## src/rtl/button_pwm_led_ctrl.sv

```systemverilog
// Front-panel controller: per-channel button debounce, short/long press
// classification, OFF/SOLID/BLINK mode FSM and PWM-dimmed active-low LED drive.
module button_pwm_led_ctrl #(
    parameter int unsigned NUM_CH          = 3,
    parameter int unsigned PWM_BITS        = 8,
    parameter int unsigned LEVEL_STEP      = 32,
    parameter int unsigned DEBOUNCE_CYCLES = 12000,
    parameter int unsigned LONG_CYCLES     = 6_000_000,
    parameter int unsigned BLINK_CYCLES    = 3_000_000
) (
    input  logic                       clk,
    input  logic                       reset,
    input  logic [NUM_CH-1:0]          button_i,
    output logic [NUM_CH-1:0]          led_o,
    output logic [2*NUM_CH-1:0]        mode_o,
    output logic [PWM_BITS*NUM_CH-1:0] level_o
);

    localparam int unsigned DbW    = $clog2(DEBOUNCE_CYCLES) + 1;
    localparam int unsigned HoldW  = $clog2(LONG_CYCLES + 1);
    localparam int unsigned BlinkW = $clog2(BLINK_CYCLES) + 1;
    localparam int unsigned SumW   = PWM_BITS + 1;

    localparam logic [DbW-1:0]      DbLast    = DbW'(DEBOUNCE_CYCLES - 1);
    localparam logic [HoldW-1:0]    HoldMax   = HoldW'(LONG_CYCLES);
    localparam logic [HoldW-1:0]    HoldLast  = HoldW'(LONG_CYCLES - 1);
    localparam logic [BlinkW-1:0]   BlinkLast = BlinkW'(BLINK_CYCLES - 1);
    localparam logic [SumW-1:0]     LevelMax  = SumW'((1 << PWM_BITS) - 1);
    localparam logic [SumW-1:0]     StepSum   = SumW'(LEVEL_STEP);
    localparam logic [PWM_BITS-1:0] StepLvl   = PWM_BITS'(LEVEL_STEP);

    typedef enum logic [1:0] {
        ModeOff   = 2'd0,
        ModeSolid = 2'd1,
        ModeBlink = 2'd2
    } mode_e;

    // Input conditioning
    logic [NUM_CH-1:0] sync1_q, sync1_d;
    logic [NUM_CH-1:0] sync2_q, sync2_d;
    logic [NUM_CH-1:0] db_q, db_d;
    logic [DbW-1:0]    db_cnt_q [NUM_CH];
    logic [DbW-1:0]    db_cnt_d [NUM_CH];

    // Press classification
    logic [HoldW-1:0]  hold_q [NUM_CH];
    logic [HoldW-1:0]  hold_d [NUM_CH];
    logic [NUM_CH-1:0] short_q, short_d;
    logic [NUM_CH-1:0] long_q, long_d;

    // Channel state
    mode_e             mode_q  [NUM_CH];
    mode_e             mode_d  [NUM_CH];
    logic [PWM_BITS-1:0] level_q [NUM_CH];
    logic [PWM_BITS-1:0] level_d [NUM_CH];
    logic [NUM_CH-1:0] phase_q, phase_d;
    logic [NUM_CH-1:0] enter_blink;

    // Shared timebases and output register
    logic [PWM_BITS-1:0] pwm_q, pwm_d;
    logic [BlinkW-1:0]   blink_cnt_q, blink_cnt_d;
    logic                blink_tick;
    logic [NUM_CH-1:0]   led_q, led_d;

    always_comb begin
        logic [SumW-1:0] sum;

        sum         = '0;
        sync1_d     = button_i;
        sync2_d     = sync1_q;
        db_d        = db_q;
        short_d     = '0;
        long_d      = '0;
        phase_d     = phase_q;
        enter_blink = '0;
        led_d       = '1;
        pwm_d       = pwm_q + 1'b1;
        blink_tick  = (blink_cnt_q == BlinkLast);

        for (int i = 0; i < NUM_CH; i++) begin
            db_cnt_d[i] = '0;
            hold_d[i]   = '0;
            mode_d[i]   = mode_q[i];
            level_d[i]  = level_q[i];

            // Debounce: accept the synced value after it differs for DEBOUNCE_CYCLES cycles
            if (sync2_q[i] != db_q[i]) begin
                if (db_cnt_q[i] == DbLast) begin
                    db_d[i] = sync2_q[i];
                end else begin
                    db_cnt_d[i] = db_cnt_q[i] + 1'b1;
                end
            end

            if (!db_q[i]) begin
                hold_d[i] = (hold_q[i] == HoldMax) ? hold_q[i] : hold_q[i] + 1'b1;
            end

            // A nonzero hold count with db released only survives the cycle after release
            short_d[i] = db_q[i] && (hold_q[i] != '0) && (hold_q[i] < HoldMax);
            long_d[i]  = !db_q[i] && (hold_q[i] == HoldLast);

            sum = {1'b0, level_q[i]} + StepSum;
            if (short_q[i]) begin
                case (mode_q[i])
                    ModeOff: begin
                        mode_d[i]  = ModeSolid;
                        level_d[i] = StepLvl;
                    end
                    default: begin
                        if (sum > LevelMax) begin
                            mode_d[i]  = ModeOff;
                            level_d[i] = '0;
                        end else begin
                            level_d[i] = sum[PWM_BITS-1:0];
                        end
                    end
                endcase
            end else if (long_q[i]) begin
                case (mode_q[i])
                    ModeSolid: begin
                        mode_d[i]      = ModeBlink;
                        enter_blink[i] = 1'b1;
                    end
                    ModeBlink: mode_d[i] = ModeSolid;
                    default:   mode_d[i] = mode_q[i];
                endcase
            end

            if (enter_blink[i]) begin
                phase_d[i] = 1'b1;
            end else if (blink_tick) begin
                phase_d[i] = ~phase_q[i];
            end

            led_d[i] = ~((mode_q[i] != ModeOff) && (pwm_q < level_q[i]) &&
                         ((mode_q[i] != ModeBlink) || phase_q[i]));
        end

        blink_cnt_d = (|enter_blink || blink_tick) ? '0 : blink_cnt_q + 1'b1;
    end

    always_ff @(posedge clk) begin
        if (reset) begin
            sync1_q     <= '1;
            sync2_q     <= '1;
            db_q        <= '1;
            short_q     <= '0;
            long_q      <= '0;
            phase_q     <= '0;
            pwm_q       <= '0;
            blink_cnt_q <= '0;
            led_q       <= '1;
            for (int i = 0; i < NUM_CH; i++) begin
                db_cnt_q[i] <= '0;
                hold_q[i]   <= '0;
                mode_q[i]   <= ModeOff;
                level_q[i]  <= '0;
            end
        end else begin
            sync1_q     <= sync1_d;
            sync2_q     <= sync2_d;
            db_q        <= db_d;
            short_q     <= short_d;
            long_q      <= long_d;
            phase_q     <= phase_d;
            pwm_q       <= pwm_d;
            blink_cnt_q <= blink_cnt_d;
            led_q       <= led_d;
            for (int i = 0; i < NUM_CH; i++) begin
                db_cnt_q[i] <= db_cnt_d[i];
                hold_q[i]   <= hold_d[i];
                mode_q[i]   <= mode_d[i];
                level_q[i]  <= level_d[i];
            end
        end
    end

    assign led_o = led_q;

    always_comb begin
        mode_o  = '0;
        level_o = '0;
        for (int i = 0; i < NUM_CH; i++) begin
            mode_o[2*i +: 2]               = mode_q[i];
            level_o[PWM_BITS*i +: PWM_BITS] = level_q[i];
        end
    end

endmodule
```

## config.mk

```make
export PLATFORM = sky130hd
export DESIGN_NAME = button_pwm_led_ctrl
export DESIGN_NICKNAME = d
export VERILOG_FILES = /design/src/rtl/button_pwm_led_ctrl.sv
export SDC_FILE = /design/constraint.sdc
export NUM_CORES = 1
export LEC_CHECK = 0
export BUFFER_PORTS_ARGS = -buffer_cell sky130_fd_sc_hd__buf_2
export CAP_MARGIN = 0
export CORE_UTILIZATION = 40
export CTS_CLUSTER_DIAMETER = 120
export DETAILED_ROUTE_END_ITERATION = 7
export GPL_TIMING_DRIVEN = 0
export PLACE_DENSITY = 0.55
export SLEW_MARGIN = 20
export SYNTH_ARGS = -nofsm -noshare
export SYNTH_HDL_FRONTEND = slang
export SYNTH_SLANG_ARGS = --single-unit
```

## constraint.sdc

```tcl
create_clock -name clk -period 3 [get_ports clk]
set_input_delay 0.15 -clock clk [delete_from_list [all_inputs] [get_ports clk]]
set_output_delay 0.15 -clock clk [all_outputs]
set_load 0.005 [all_outputs]
```

# Word level (Yosys, flattened, before mapping)
# Memory sizes are Yosys's and may differ from the RTL's.
# Cells that the tools add are included.
# Widths: inputs -> output; s select.
[word_totals]
memories = 4
ramBits = 144
output_inout_bits = 33
in_bits = 5
regBits = 52
word_cells = 182
[memory_table]
columns = ["name", "depth", "word_bits", "read_ports", "rd_ports_with_merged_regs", "write_ports", "line", "rtl"]
rows = [
  ["hold_q", 3, 23, 3, 0, 3, "46", "logic [HoldW-1:0] hold_q [NUM_CH];"],
  ["db_cnt_q", 3, 15, 3, 0, 3, "42", "logic [DbW-1:0] db_cnt_q [NUM_CH];"],
  ["level_q", 3, 8, 3, 0, 3, "54", "logic [PWM_BITS-1:0] level_q [NUM_CH];"],
  ["mode_q", 3, 2, 3, 0, 3, "52", "mode_e mode_q [NUM_CH];"],
]
[classes]
add_sub_neg = 11
n_mux = 66
n_lt_le_gt_ge = 9
reduce_logical = 39
bitwise_logic = 18
eq_ne = 22
[op_table]
columns = ["cell", "count"]
rows = [
  ["$mux 23", 9],
  ["$eq 23x23->1 const B", 6],
  ["$mux 15", 9],
  ["$mux 8", 12],
  ["$add 23x1->23 const B", 4],
  ["$lt 23x23->1 const B", 3],
  ["$reduce_bool 23->1", 3],
  ["$add 15x1->15 const B", 3],
  ["$eq 15x14->1 const B", 3],
  ["$mux 2", 15],
  ["$add 8x6->9 const B", 3],
  ["$gt 9x8->1 const B", 3],
  ["$lt 8x8->1", 3],
  ["$eq 23x22->1 const B", 1],
  ["$mux 1", 18],
  ["$logic_and 1x1->1", 15],
  ["$or 1x1->1", 12],
  ["$pmux 2 s2", 3],
  ["$reduce_bool 2->1", 6],
  ["$add 8x1->8 const B", 1],
  ["$eq 2x1->1 const B", 3],
  ["$eq 2x2->1 const B", 3],
  ["$logic_not 2->1", 3],
  ["$ne 2x2->1 const B", 3],
  ["other kinds (7)", 21],
]

# Longest topological paths before layout
# Gate-level depths: netlist of the first run.
[logic_depth]
depth_word = 7
ltp_mapped = 7

# Worst setup path before layout of the first run
# Ideal clock, no wire load.
[synth_path]
kind = "reg-to-reg"
start = "reg blink_cnt_q[0]"
end = "reg blink_cnt_q[22]"
path_slack_ps = 939
path_stages_with_launch = 7
t_arrival_ps = 1976
period_less_slack_ps = 2061
t_required_ps = 2914
n_path_buf = 1
path_cell_list = "dfxtp_1 > ha_1 > nand4_2 > or4_1 > buf_2 > or4_1 > a211oi_1"
[synth_between]
elab_chain_cells = 3
elab_cells_between_ends = 4
classes_between = "add/sub: 1; eq/ne: 1; reduce/logical: 2"
[synth_lines]
columns = ["item", "line", "rtl"]
rows = [
  ["start: declaration", "61", "logic [BlinkW-1:0] blink_cnt_q, blink_cnt_d;"],
  ["start signal: assignment", "168", "blink_cnt_q <= blink_cnt_d;"],
  ["branches (longest 3 deep; another with $add 23x1->23)", "n/a", ""],
]
# Several ways; the timed one is not identified.
# A chain may end at the register's enable or synchronous reset.

==> results of run 1 <==
-- per-layer routing --
| metal | vias up | part of all wire (%) |
|---|---|---|
| li1 | 3869 | - |
| met4 | 0 | 1.1 |
| met2 | 105 | 44 |
| met1 | 3417 | 51 |
| met3 | 19 | 4.0 |
| met5 | - | 0 |
-- final cells by class --
cell class              instances  area share [%]
repair buffers                 25            1.40
clock inverters                15            1.67
diodes                          1          0.0250
clock buffers                  17            4.26
inverters                      34            1.28
well taps                     280            3.51
multi-input cells             787            48.4
flip-flops and latches        181            36.3
plain buffers                  58            3.18
-- how the worst max path moves through the flow --
| stage | endpoint |
|---|---|
| final | db_cnt_q[0][26] |
| after floorplan | blink_cnt_q[22] |
| after global routing | db_cnt_q[0][26] |
| after detailed placement | db_cnt_q[0][26] |
| after global placement | db_cnt_q[0][25] |
| after CTS | db_cnt_q[0][26] |
-- placed cells by master, fill, tap and decap left out, types with 4 or more instances in the layout --
cell,instances
and4_1,16
nor3_1,52
buf_4,15
nor4_1,33
xor2_1,39
ha_1,26
or2_2,12
nor4b_1,5
o21ai_0,34
nor2b_1,7
a41o_1,5
or4_1,16
inv_1,34
dfxtp_1,181
nand3_1,52
o31ai_1,14
a21o_1,4
o311ai_0,4
buf_2,28
clkbuf_16,17
nor2_1,131
conb_1,15
or3_1,27
nand4_1,42
nand2b_1,8
a31oi_1,5
a21oi_1,47
and3_1,19
mux2i_1,6
nor3b_1,5
clkbuf_1,32
inv_6,7
a211oi_1,13
xnor2_1,52
o41ai_1,4
nand2_1,60
-- Yosys cell counts, types with 2 or more instances --
cell type	number	area (µm²)
nor2b_1	7	43.8
nor3_1	52	260
nand3b_1	2	15.0
o31ai_1	14	105
buf_2	6	30.0
nand2b_1	8	50.1
o311ai_0	4	35.0
or2_2	12	75.1
nor4b_1	5	43.8
o41ai_1	4	35.0
a31oi_1	5	31.3
o21ai_0	34	170
xor2_1	39	342
inv_1	34	128
or3_1	27	169
mux2i_1	6	60.1
a41o_1	5	50.1
buf_4	15	113
a21o_1	4	30.0
a221oi_1	3	26.3
nand4b_1	3	26.3
a21oi_1	47	235
nand2_1	60	225
and4b_1	3	30.0
a211oi_1	13	97.6
nor3b_1	5	37.5
nor2_1	131	492
xnor2_1	52	455
nor4_1	33	206
and3_1	19	119
buf_1	3	11.3
o21a_1	3	22.5
nand3_1	52	260
nand4_1	42	263
ha_1	26	325
nand4bb_1	2	22.5
clkbuf_1	32	120
dfxtp_1	181	3620
and2_1	2	12.5
and4_1	16	140
or4_1	16	120
-- timing repair --
action / 4_1_cts / 5_1_grt
hold buffers: 3 / 0
hold endpoints to repair: 3 / 0
setup endpoints to repair: 0 / 0
-- stage by stage --
step | area, µm² | total power [W]
5_1_grt | 9990 | 0.00495
6_report | 9990 | 0.00476
3_3_place_gp | 9370 | 0.00255
3_5_place_dp | 9370 | 0.00255
4_1_cts | 9990 | 0.00484
2_1_floorplan | 8910 | 0.00253
-- power groups by stage --
stage          Sequential (W)  Clock (W)  Combinational, W
3_5_place_dp          0.00248          0         0.0000731
2_1_floorplan         0.00247          0         0.0000558
5_1_grt               0.00242    0.00245         0.0000878
6_report              0.00242    0.00227         0.0000757
4_1_cts               0.00242    0.00234         0.0000765
3_3_place_gp          0.00248          0         0.0000736
-- critical path: stages (launching register included) --
cell and delay, ns:
dfxtp_1 0.37, ha_1 0.24, nand4_1 0.16, or3_1 0.44
o21ai_0 0.46, clkbuf_1 0.41, nor2_1 0.10
-- sequential cells by signal, summed over array words and instances (netlist names), 6 cells and up --
register     flops
blink_cnt_q     23
db_cnt_q        45
hold_q          69
level_q          9
mode_q           6
pwm_q            8
-- kinds of logic (layout without fill, tap and decap cells) --
family,after synthesis,count (layout),share of synthesized area (%)
AO/OA/AOI/OAI,140,140,9.88
XOR/XNOR,91,91,9.00
adder cells (fa/ha/maj),26,26,3.67
buffers and inverters,92,149,5.03
flip-flops,181,181,40.9
multiplexers,7,7,0.805
other,1,16,0.0424
AND/OR/NAND/NOR,508,508,30.6
==> metrics, run 1 <==
run status=complete, no violations; share of power burned in combinational logic=1.6%; distinct cell type count after synthesis=60; met3 layer usage reported by global route=4.46%; Reg clk slew, reported paths=0.07 ns; sequential fraction of design power=around 51%; Core Rows=54; Die Span Y=151 µm; R2R Path End=db_cnt_q[0][26]; top-level port count=38; Pint=0.00370 W; Static Leak=3.29 nW; met1 Resource Use GR=23.8%; transition time of the tightest slew-check pin=0.895 ns; total overflow reported by the global router=0; sequential-to-total area share from yosys stat=40.9%; switching pwr=between 0.001 and 0.0015 W; unrepaired setup endpoints after global routing=no; maximum achievable frequency=432 MHz; clock net sink count=181; origin of the worst min-delay path=reset; clock group share of total power=a little under half; footprint of the flip-flops and latches=3620 µm²; worst hold margin=0.157 ns; global route hottest layer=met2; async set-reset flop share out of synthesis=0%; final setup vio count=0; global-route wire length before repair=31,900 µm; count of maximum capacitance violations=0; average cell area after synthesis=about 8.5 µm²; post-route non-filler standard cell count=1,398; endpoint class of the critical path=register; cell chosen for the clock root=clkbuf_16; crit-path max FO=10; final worst path period need=2.31 ns; Final ANT Viol Nets=0; DP HPWL=approximately 13,000 µm; yosys warns=0; starting density of the core=a little over 40%; WHS Path Cells=3; number of pins with negative max-slew slack in the final report=0; drt initial violations=approximately 400; Clk Latency, worst-skew pair=around 0.43 ns; nature of the critical path startpoint=register; Residual DRC=0; vias in the first global route=6,626; Worst Clk Skew=around 0.0094 ns; overall fraction of global-route tracks in use=17.3%; drt pass-1 iters=7; placed cells=~1,400; Buffers on Ports=22; met2 usage in global routing=~27%; required arrival time at the worst endpoint=roughly 3.3 ns; launch instance of the worst register-to-register path=db_cnt_q[0][15]; r2r worst-path depth=6; H-Tree Level Count=4; sum of negative setup slack=0 ns; switching part of the total=22.4%; pwr/cell area=roughly 480 nW/µm²; hold path endpoint=db_q[2]; arrival time at the worst endpoint=2.61 ns; routed len/inst=between 10 and 15 µm; count of fill cells added during filler insertion=2,149; largest net degree at the start of global routing=18; Post-synth top flop=dfxtp_1; DP Worst Slack=0.626 ns; Fin. Hold Viols=0; flops & latches, synth=around 180; post-CTS setup buffer count=0; TritonCTS clock tree=yes; Gates resized, CTS repair=0; Die X=~150 µm; total wire length after detailed routing=about 19,000 µm; core area=21,800 µm²; vias per inst=approximately 5.3; worst vdd rail ir drop=0.352 mV; number of standard cells after synthesis=1,046; part of the cycle the worst path needs=77.1%; initial antenna violation count=1; worst slew margin relative to its limit=39.9%; least setup slack across all paths after layout=between 0.6 and 0.7 ns; final estimated routing congestion in global placement=0.797; utilization after layout=45.9%; number of nets in the layout=1,135; Clock Tree Buf Depth=2; die area=roughly 23,000 µm²; crit path kind=reg2reg; area taken by multi-input logic gates=4840 µm²; cell area after technology mapping=approximately 9000 µm²; count of flip-flops with a built-in enable after synthesis=0; setup slack on the worst flop-to-flop path=about 0.69 ns; share of cells above drive strength 1=8.77%; total number of vias=7,410; Hold Crit Class=in2reg; area overhead of the layout relative to synthesis=12.8%; Inserted Clock Buffers=17; startpoint of the worst setup timing path=db_cnt_q[0][15]
Power figures use the tool's default switching activity.
==> run 2, diff against run 1 <==
Settings changed: ABC_AREA from default to 1.
Clock period 3 ns to 2.23 ns, I/O delays scaled along.
==> metrics, run 2 <==
worst vdd rail ir drop=0.452 mV (+28%); Residual DRC=0 (unchanged); global-route wire length before repair=37,200 µm (+17%); largest reg by FF count=hold_q; stage delay of the slowest cell on the critical path=0.41 ns (-0.05 ns); core area=23,400 µm² (+7.6%); final antenna diode count=0 (-1); die area=24,400 µm² (+7.4%); r2r worst-path depth=8 (+2); number of standard cells after synthesis=1,373 (+31%); top flop regs=hold_q x69, db_cnt_q x45, blink_cnt_q x23; detailed route wirelength on metal2=9930 µm (+21%); routed length on met1=10,500 µm (+9.7%); total overflow reported by the global router=0 (unchanged); Post-synth top flop=dfxtp_1; Die Span Y=156 µm (+3.7%); DP Worst Slack=0.564 ns (-0.0614 ns); routed len/inst=12.2 µm (-9.0%); Worst Clk Skew=0.0103 ns (+0.000853 ns); Inserted Clock Buffers=17 (unchanged); crit path kind=reg2reg; vias per inst=4.79 (-9.6%); largest net degree at the start of global routing=17 (-1); cell types occupying the most area after synthesis=dfxtp_1 38%, nand2_1 11%, nor2_1 8.4%, inv_1 6.1%, nand3_1 6.0%; flops & latches, synth=181 (unchanged); largest area contributor in the synthesized netlist=dfxtp_1; launch instance of the worst register-to-register path=hold_q[0][46]; drt pass-1 iters=5 (-2); overall power=0.00652 W (+37%); max FFs per register=69 (unchanged); Fin. Hold Viols=0 (unchanged); final estimated routing congestion in global placement=0.891 (+12%); sum of negative setup slack=0 ns (unchanged); uppermost metal layer occupied by signal nets=met4; least setup slack across all paths after layout=0.547 ns (-0.141 ns); area share of the largest cell type after synthesis=38.1% (-2.9 points); R2R Path End=hold_q[0][68]; cell seen most often among critical-path stages=nor2_1; origin of the worst min-delay path=reset; maximum achievable frequency=594 MHz (+37%); endpoint class of the critical path=register; count of fill cells added during filler insertion=2,473 (+15%); hold path endpoint=blink_cnt_q[12]; overall fraction of global-route tracks in use=18.8% (+1.5 points); slowest CP cell=dfxtp_1; placed cells=1,728 (+27%); dominant cell by count in the synthesized netlist=nand2_1; yosys warns=0 (unchanged); nature of the critical path startpoint=register; Hold Crit Class=in2reg; crit-path max FO=5 (-5); count of buffer and inverter cells on the critical path=0 (-1); most frequent standard cell in the layout excluding fill and tap cells=nand2_1; number of nets in the layout=1,462 (+29%); part of the cycle the worst path needs=75.5% (-1.6 points); DP Area=10,100 µm² (+7.7%); count of maximum capacitance violations=0 (unchanged); Gates resized, CTS repair=0 (unchanged); unrepaired setup endpoints after global routing=no; Final ANT Viol Nets=0 (unchanged); post-route non-filler standard cell count=1,762 (+26%); count of flip-flops with a built-in enable after synthesis=0 (unchanged); Buffers on Ports=22 (unchanged); vias in the first global route=7,976 (+20%); post-CTS setup buffer count=0 (unchanged); Core Rows=56 (+3.7%); Reg clk slew, reported paths=0.07 ns (about the same); WHS Path Cells=4 (+1); starting density of the core=40.7% (about the same); CP cell instances=ha_1 -> nand3_2 -> nor2_1 -> nand3_1 -> nor2_1 -> nand2_1 -> nand2_1 -> nor2_1; average cell area after synthesis=6.94 µm² (-18%); initial antenna violation count=0 (-1); clock net sink count=181 (unchanged); top-level port count=38 (unchanged); top cells by instance count after synthesis=275 x nand2_1, 212 x nor2_1, 181 x dfxtp_1; Die X=156 µm (+3.7%); sequential-to-total area share from yosys stat=38.1% (-2.9 points); cell area after technology mapping=9520 µm² (+7.5%); Clock Tree Buf Depth=2 (unchanged); H-Tree Level Count=4 (unchanged); setup slack on the worst flop-to-flop path=0.55 ns (-0.14 ns); run status=complete, no violations; arrival time at the worst endpoint=2.02 ns (-0.59 ns); TritonCTS clock tree=yes; post-route cell area=10,700 µm² (+7.3%); share of cells above drive strength 1=11.4% (+2.6 points); CP delay by family, top=simple AND/OR/NAND/NOR gates; area overhead of the layout relative to synthesis=12.6%; final worst path period need=1.68 ns (-0.629 ns); most frequent cells in the layout=275 x nand2_1, 212 x nor2_1, 181 x dfxtp_1, 156 x inv_1, 114 x nand3_1; Clk Latency, worst-skew pair=0.44 ns (about the same); number of pins with negative max-slew slack in the final report=0 (unchanged); cell depth of the worst setup path=8 (+2); DP HPWL=16,100 µm (+21%); distinct cell type count after synthesis=42 (-30%); total wire length after detailed routing=21,400 µm (+15%); pwr/cell area=608 nW/µm² (+28%); WL met3=755 µm (+0.94%); required arrival time at the worst endpoint=2.57 ns (-0.73 ns); total number of vias=8,447 (+14%); async set-reset flop share out of synthesis=0% (unchanged); Hold Buf Count CTS=3 (unchanged); drt initial violations=383 (-4.0%); final setup vio count=0 (unchanged); Static Leak=3.46 nW (+5.1%); cell chosen for the clock root=clkbuf_16
[run 2: cell count changes in the layout (fill, tap and decap cells not counted), sizes merged, moves of 30 or more]
cell,previous run,this run
a21oi,47,116
inv,42,170
nand2,61,283
nand3,53,123
nor2,132,233
nor4,33,3
xnor2,52,7
[run 2: worst register-to-register path, stage by stage (launching register included)]
cell and delay (ns):
dfxtp_1 0.41, ha_1 0.24, nand3_2 0.15, nor2_1 0.23
nand3_1 0.19, nor2_1 0.20, nand2_1 0.07, nand2_1 0.06
nor2_1 0.03
[run 2: cells by family (layout without fill, tap and decap cells)]
kind of cell	Yosys count	count (layout)	synth area share, %
buf+inv	198	254	9.04
flops	181	181	38.1
compound gates	190	190	10.8
simple gates	755	755	36.6
other cells	1	15	0.0394
xor+xnor	22	22	2.02
fa+ha+maj	26	26	3.42
[run 2: power by group]
part | total, W | switching (W) | leakage [nW] | internal [W]
sequential | 0.00326 | 0.0000113 | 1.46 | 0.00325
clock | 0.00314 | 0.00132 | 0.281 | 0.00182
combinational | 0.000115 | 0.0000640 | 1.72 | 0.0000510
[run 2: area by class of cell]
class                      count  area (µm²)  share of cell area, %
clock buffer                  20         457                   4.26
clock inverter                11         150                   1.40
multi-input combinational   1008        5090                   47.5
buffer                        29         226                   2.11
inverter                     169         634                   5.92
timing repair buffer          25         140                   1.31
tap                          319         399                   3.72
sequential                   181        3620                   33.8
[run 2: worst max-delay path by stage]
stage,from,endpoint,slack (ns)
after floorplan,blink_cnt_q[0],blink_cnt_q[11],0.80
after global placement,blink_cnt_q[0],blink_cnt_q[11],0.57
after detailed placement,blink_cnt_q[0],blink_cnt_q[14],0.56
after CTS,blink_cnt_q[0],blink_cnt_q[14],0.53
after global routing,hold_q[0][46],hold_q[0][68],0.38
final,hold_q[0][46],hold_q[0][68],0.55
[run 2: stage by stage]
| step | hold slack, ns | util (%) |
|---|---|---|
| 6_report | 0.114 | 45.8 |
| 2_1_floorplan | 0.215 | - |
| 3_3_place_gp | 0.298 | 43.1 |
| 3_5_place_dp | 0.299 | 43.1 |
| 4_1_cts | 0.102 | 45.8 |
| 5_1_grt | 0.133 | 45.8 |
[run 2: metal layers]
layer | GRT usage (%) | up-vias
li1 | - | 4573
met1 | 23.7 | 3764
met2 | 31.9 | 88
met3 | 4.24 | 22
met4 | 5.84 | 0
met5 | 0 | -
==> run 3, diff against run 2 <==
Clock period 2.23 ns to 1.6 ns, I/O delays scaled along.
==> metrics, run 3 (same netlist as run 2, synthesis figures left out) <==
count of fill cells added during filler insertion=2,468 (-0.20%); routed len/inst=12.2 µm (+0.20%); count of buffer and inverter cells on the critical path=2 (+2); final worst path period need=1.48 ns (-0.201 ns); arrival time at the worst endpoint=1.81 ns (-0.21 ns); top-level port count=38 (unchanged); nature of the critical path startpoint=register; pwr/cell area=836 nW/µm² (+37%); count of maximum capacitance violations=0 (unchanged); detailed route wirelength on metal2=9990 µm (+0.56%); Hold Crit Class=in2reg; Final ANT Viol Nets=0 (unchanged); Worst Clk Skew=0.0104 ns (+0.000106 ns); run status=complete, no violations; drt initial violations=362 (-5.5%); H-Tree Level Count=4 (unchanged); final estimated routing congestion in global placement=0.891 (unchanged); crit path kind=reg2reg; Static Leak=3.47 nW (+0.44%); final setup vio count=0 (unchanged); utilization after layout=46.5% (+0.70 points); endpoint class of the critical path=register; vias per inst=4.82 (+0.45%); top flop regs=hold_q x69, db_cnt_q x45, blink_cnt_q x23; CP delay by family, top=simple AND/OR/NAND/NOR gates; initial antenna violation count=0 (unchanged); Core Rows=56 (unchanged); vias in the first global route=7,995 (+0.24%); final antenna diode count=0 (unchanged); worst vdd rail ir drop=0.630 mV (+40%); total overflow reported by the global router=0 (unchanged); part of the cycle the worst path needs=92.7% (+17 points); slowest CP cell=dfxtp_2; largest reg by FF count=hold_q; overall fraction of global-route tracks in use=18.9% (+0.060 points); cell seen most often among critical-path stages=nand2_2; footprint of the flip-flops and latches=3630 µm² (+0.24%); stage delay of the slowest cell on the critical path=0.35 ns (-0.06 ns); most frequent cells in the layout=275 x nand2_1, 207 x nor2_1, 174 x dfxtp_1, 156 x inv_1, 110 x nand3_1; total wire length after detailed routing=21,600 µm (+0.55%); Inserted Clock Buffers=17 (unchanged); starting density of the core=40.7% (unchanged); drt pass-1 iters=5 (unchanged); DP HPWL=16,100 µm (unchanged); core area=23,400 µm² (unchanged); die area=24,400 µm² (unchanged); area overhead of the layout relative to synthesis=14.3%; TritonCTS clock tree=yes; largest net degree at the start of global routing=17 (unchanged); Die Span Y=156 µm (unchanged); cell chosen for the clock root=clkbuf_16; crit-path max FO=10 (+5); uppermost metal layer occupied by signal nets=met4; Die X=156 µm (unchanged); maximum achievable frequency=674 MHz (+14%); clock net sink count=181 (unchanged); Fin. Hold Viols=0 (unchanged); most frequent standard cell in the layout excluding fill and tap cells=nand2_1; overall power=0.00909 W (+40%); CP cell instances=ha_2 -> nand2_2 -> nor2_4 -> inv_2 -> nor3_4 -> nand2_2 -> nand2_2 -> buf_8 -> a21oi_2; Clk Latency, worst-skew pair=0.44 ns (about the same); share of cells above drive strength 1=13.3% (+1.9 points); WL met3=881 µm (+17%); Clock Tree Buf Depth=2 (unchanged); number of nets in the layout=1,468 (+0.41%); Reg clk slew, reported paths=0.07 ns (about the same); number of pins with negative max-slew slack in the final report=0 (unchanged); Residual DRC=0 (unchanged); global-route wire length before repair=37,300 µm (+0.30%); max FFs per register=69 (unchanged); total number of vias=8,514 (+0.79%); required arrival time at the worst endpoint=1.93 ns (-0.64 ns); routed length on met1=10,400 µm (-1.2%); Buffers on Ports=22 (unchanged); area taken by multi-input logic gates=5200 µm² (+2.1%)
run 3: cell type report:
type / count / share of cell area (%)
well taps: 319 / 3.67
multi-input cells: 1008 / 47.8
clock inverters: 11 / 1.38
repair buffers: 31 / 1.70
flip-flops and latches: 181 / 33.4
plain buffers: 29 / 2.08
inverters: 169 / 5.83
clock buffers: 20 / 4.20
run 3: worst paths after layout:
check	from	endpoint	slack, ns	depth (start not counted)
max	db_cnt_q[0][15]	db_cnt_q[0][26]	0.12	9
min	reset	blink_cnt_q[12]	0.08	4
max reg2reg	db_cnt_q[0][15]	db_cnt_q[0][26]	0.12	9
min reg2reg	sync1_q[1]	sync2_q[1]	0.41	1
run 3: report_power, final:
group	internal [W]	leakage [nW]	switching (W)	total, W
registers	0.00453	1.46	0.0000185	0.00454
logic	0.0000766	1.73	0.0000900	0.000167
clock network	0.00254	0.281	0.00185	0.00438
run 3: metal layers:
metal	up-vias	global-route usage, %
met3	25	4.21
met5	-	0
met2	115	31.8
met1	3789	23.8
li1	4585	-
met4	0	6.30
run 3: worst min-delay path: stages:
cell	delay (ns)
buf_2	0.17
nor2_4	0.06
nand3_4	0.11
a21oi_1	0.05
run 3: per-stage QoR:
| stage | hold slack [ns] | worst slack, ns | TNS [ns] | instance area [µm²] | std cells |
|---|---|---|---|---|---|
| finish | 0.0829 | 0.117 | 0 | 10900 | 1768 |
| global route | 0.102 | -0.00363 | -0.00872 | 10900 | 1768 |
| CTS | 0.0706 | 0.00309 | 0 | 10800 | 1762 |
| detailed placement | 0.267 | -0.0659 | -1.71 | 10100 | 1728 |
| global placement | 0.267 | -0.0603 | -1.47 | 10100 | 1728 |
| floorplan | 0.184 | 0.172 | 0 | 9580 | 1387 |
run 3: repair_timing:
item	in CTS	in global routing
hold buffers	3	0
resized for setup	11	20
buffers inserted	0	6
cloned	0	0
pin swaps	1	4
hold endpoints to repair	3	0
setup endpoints to repair	33	73
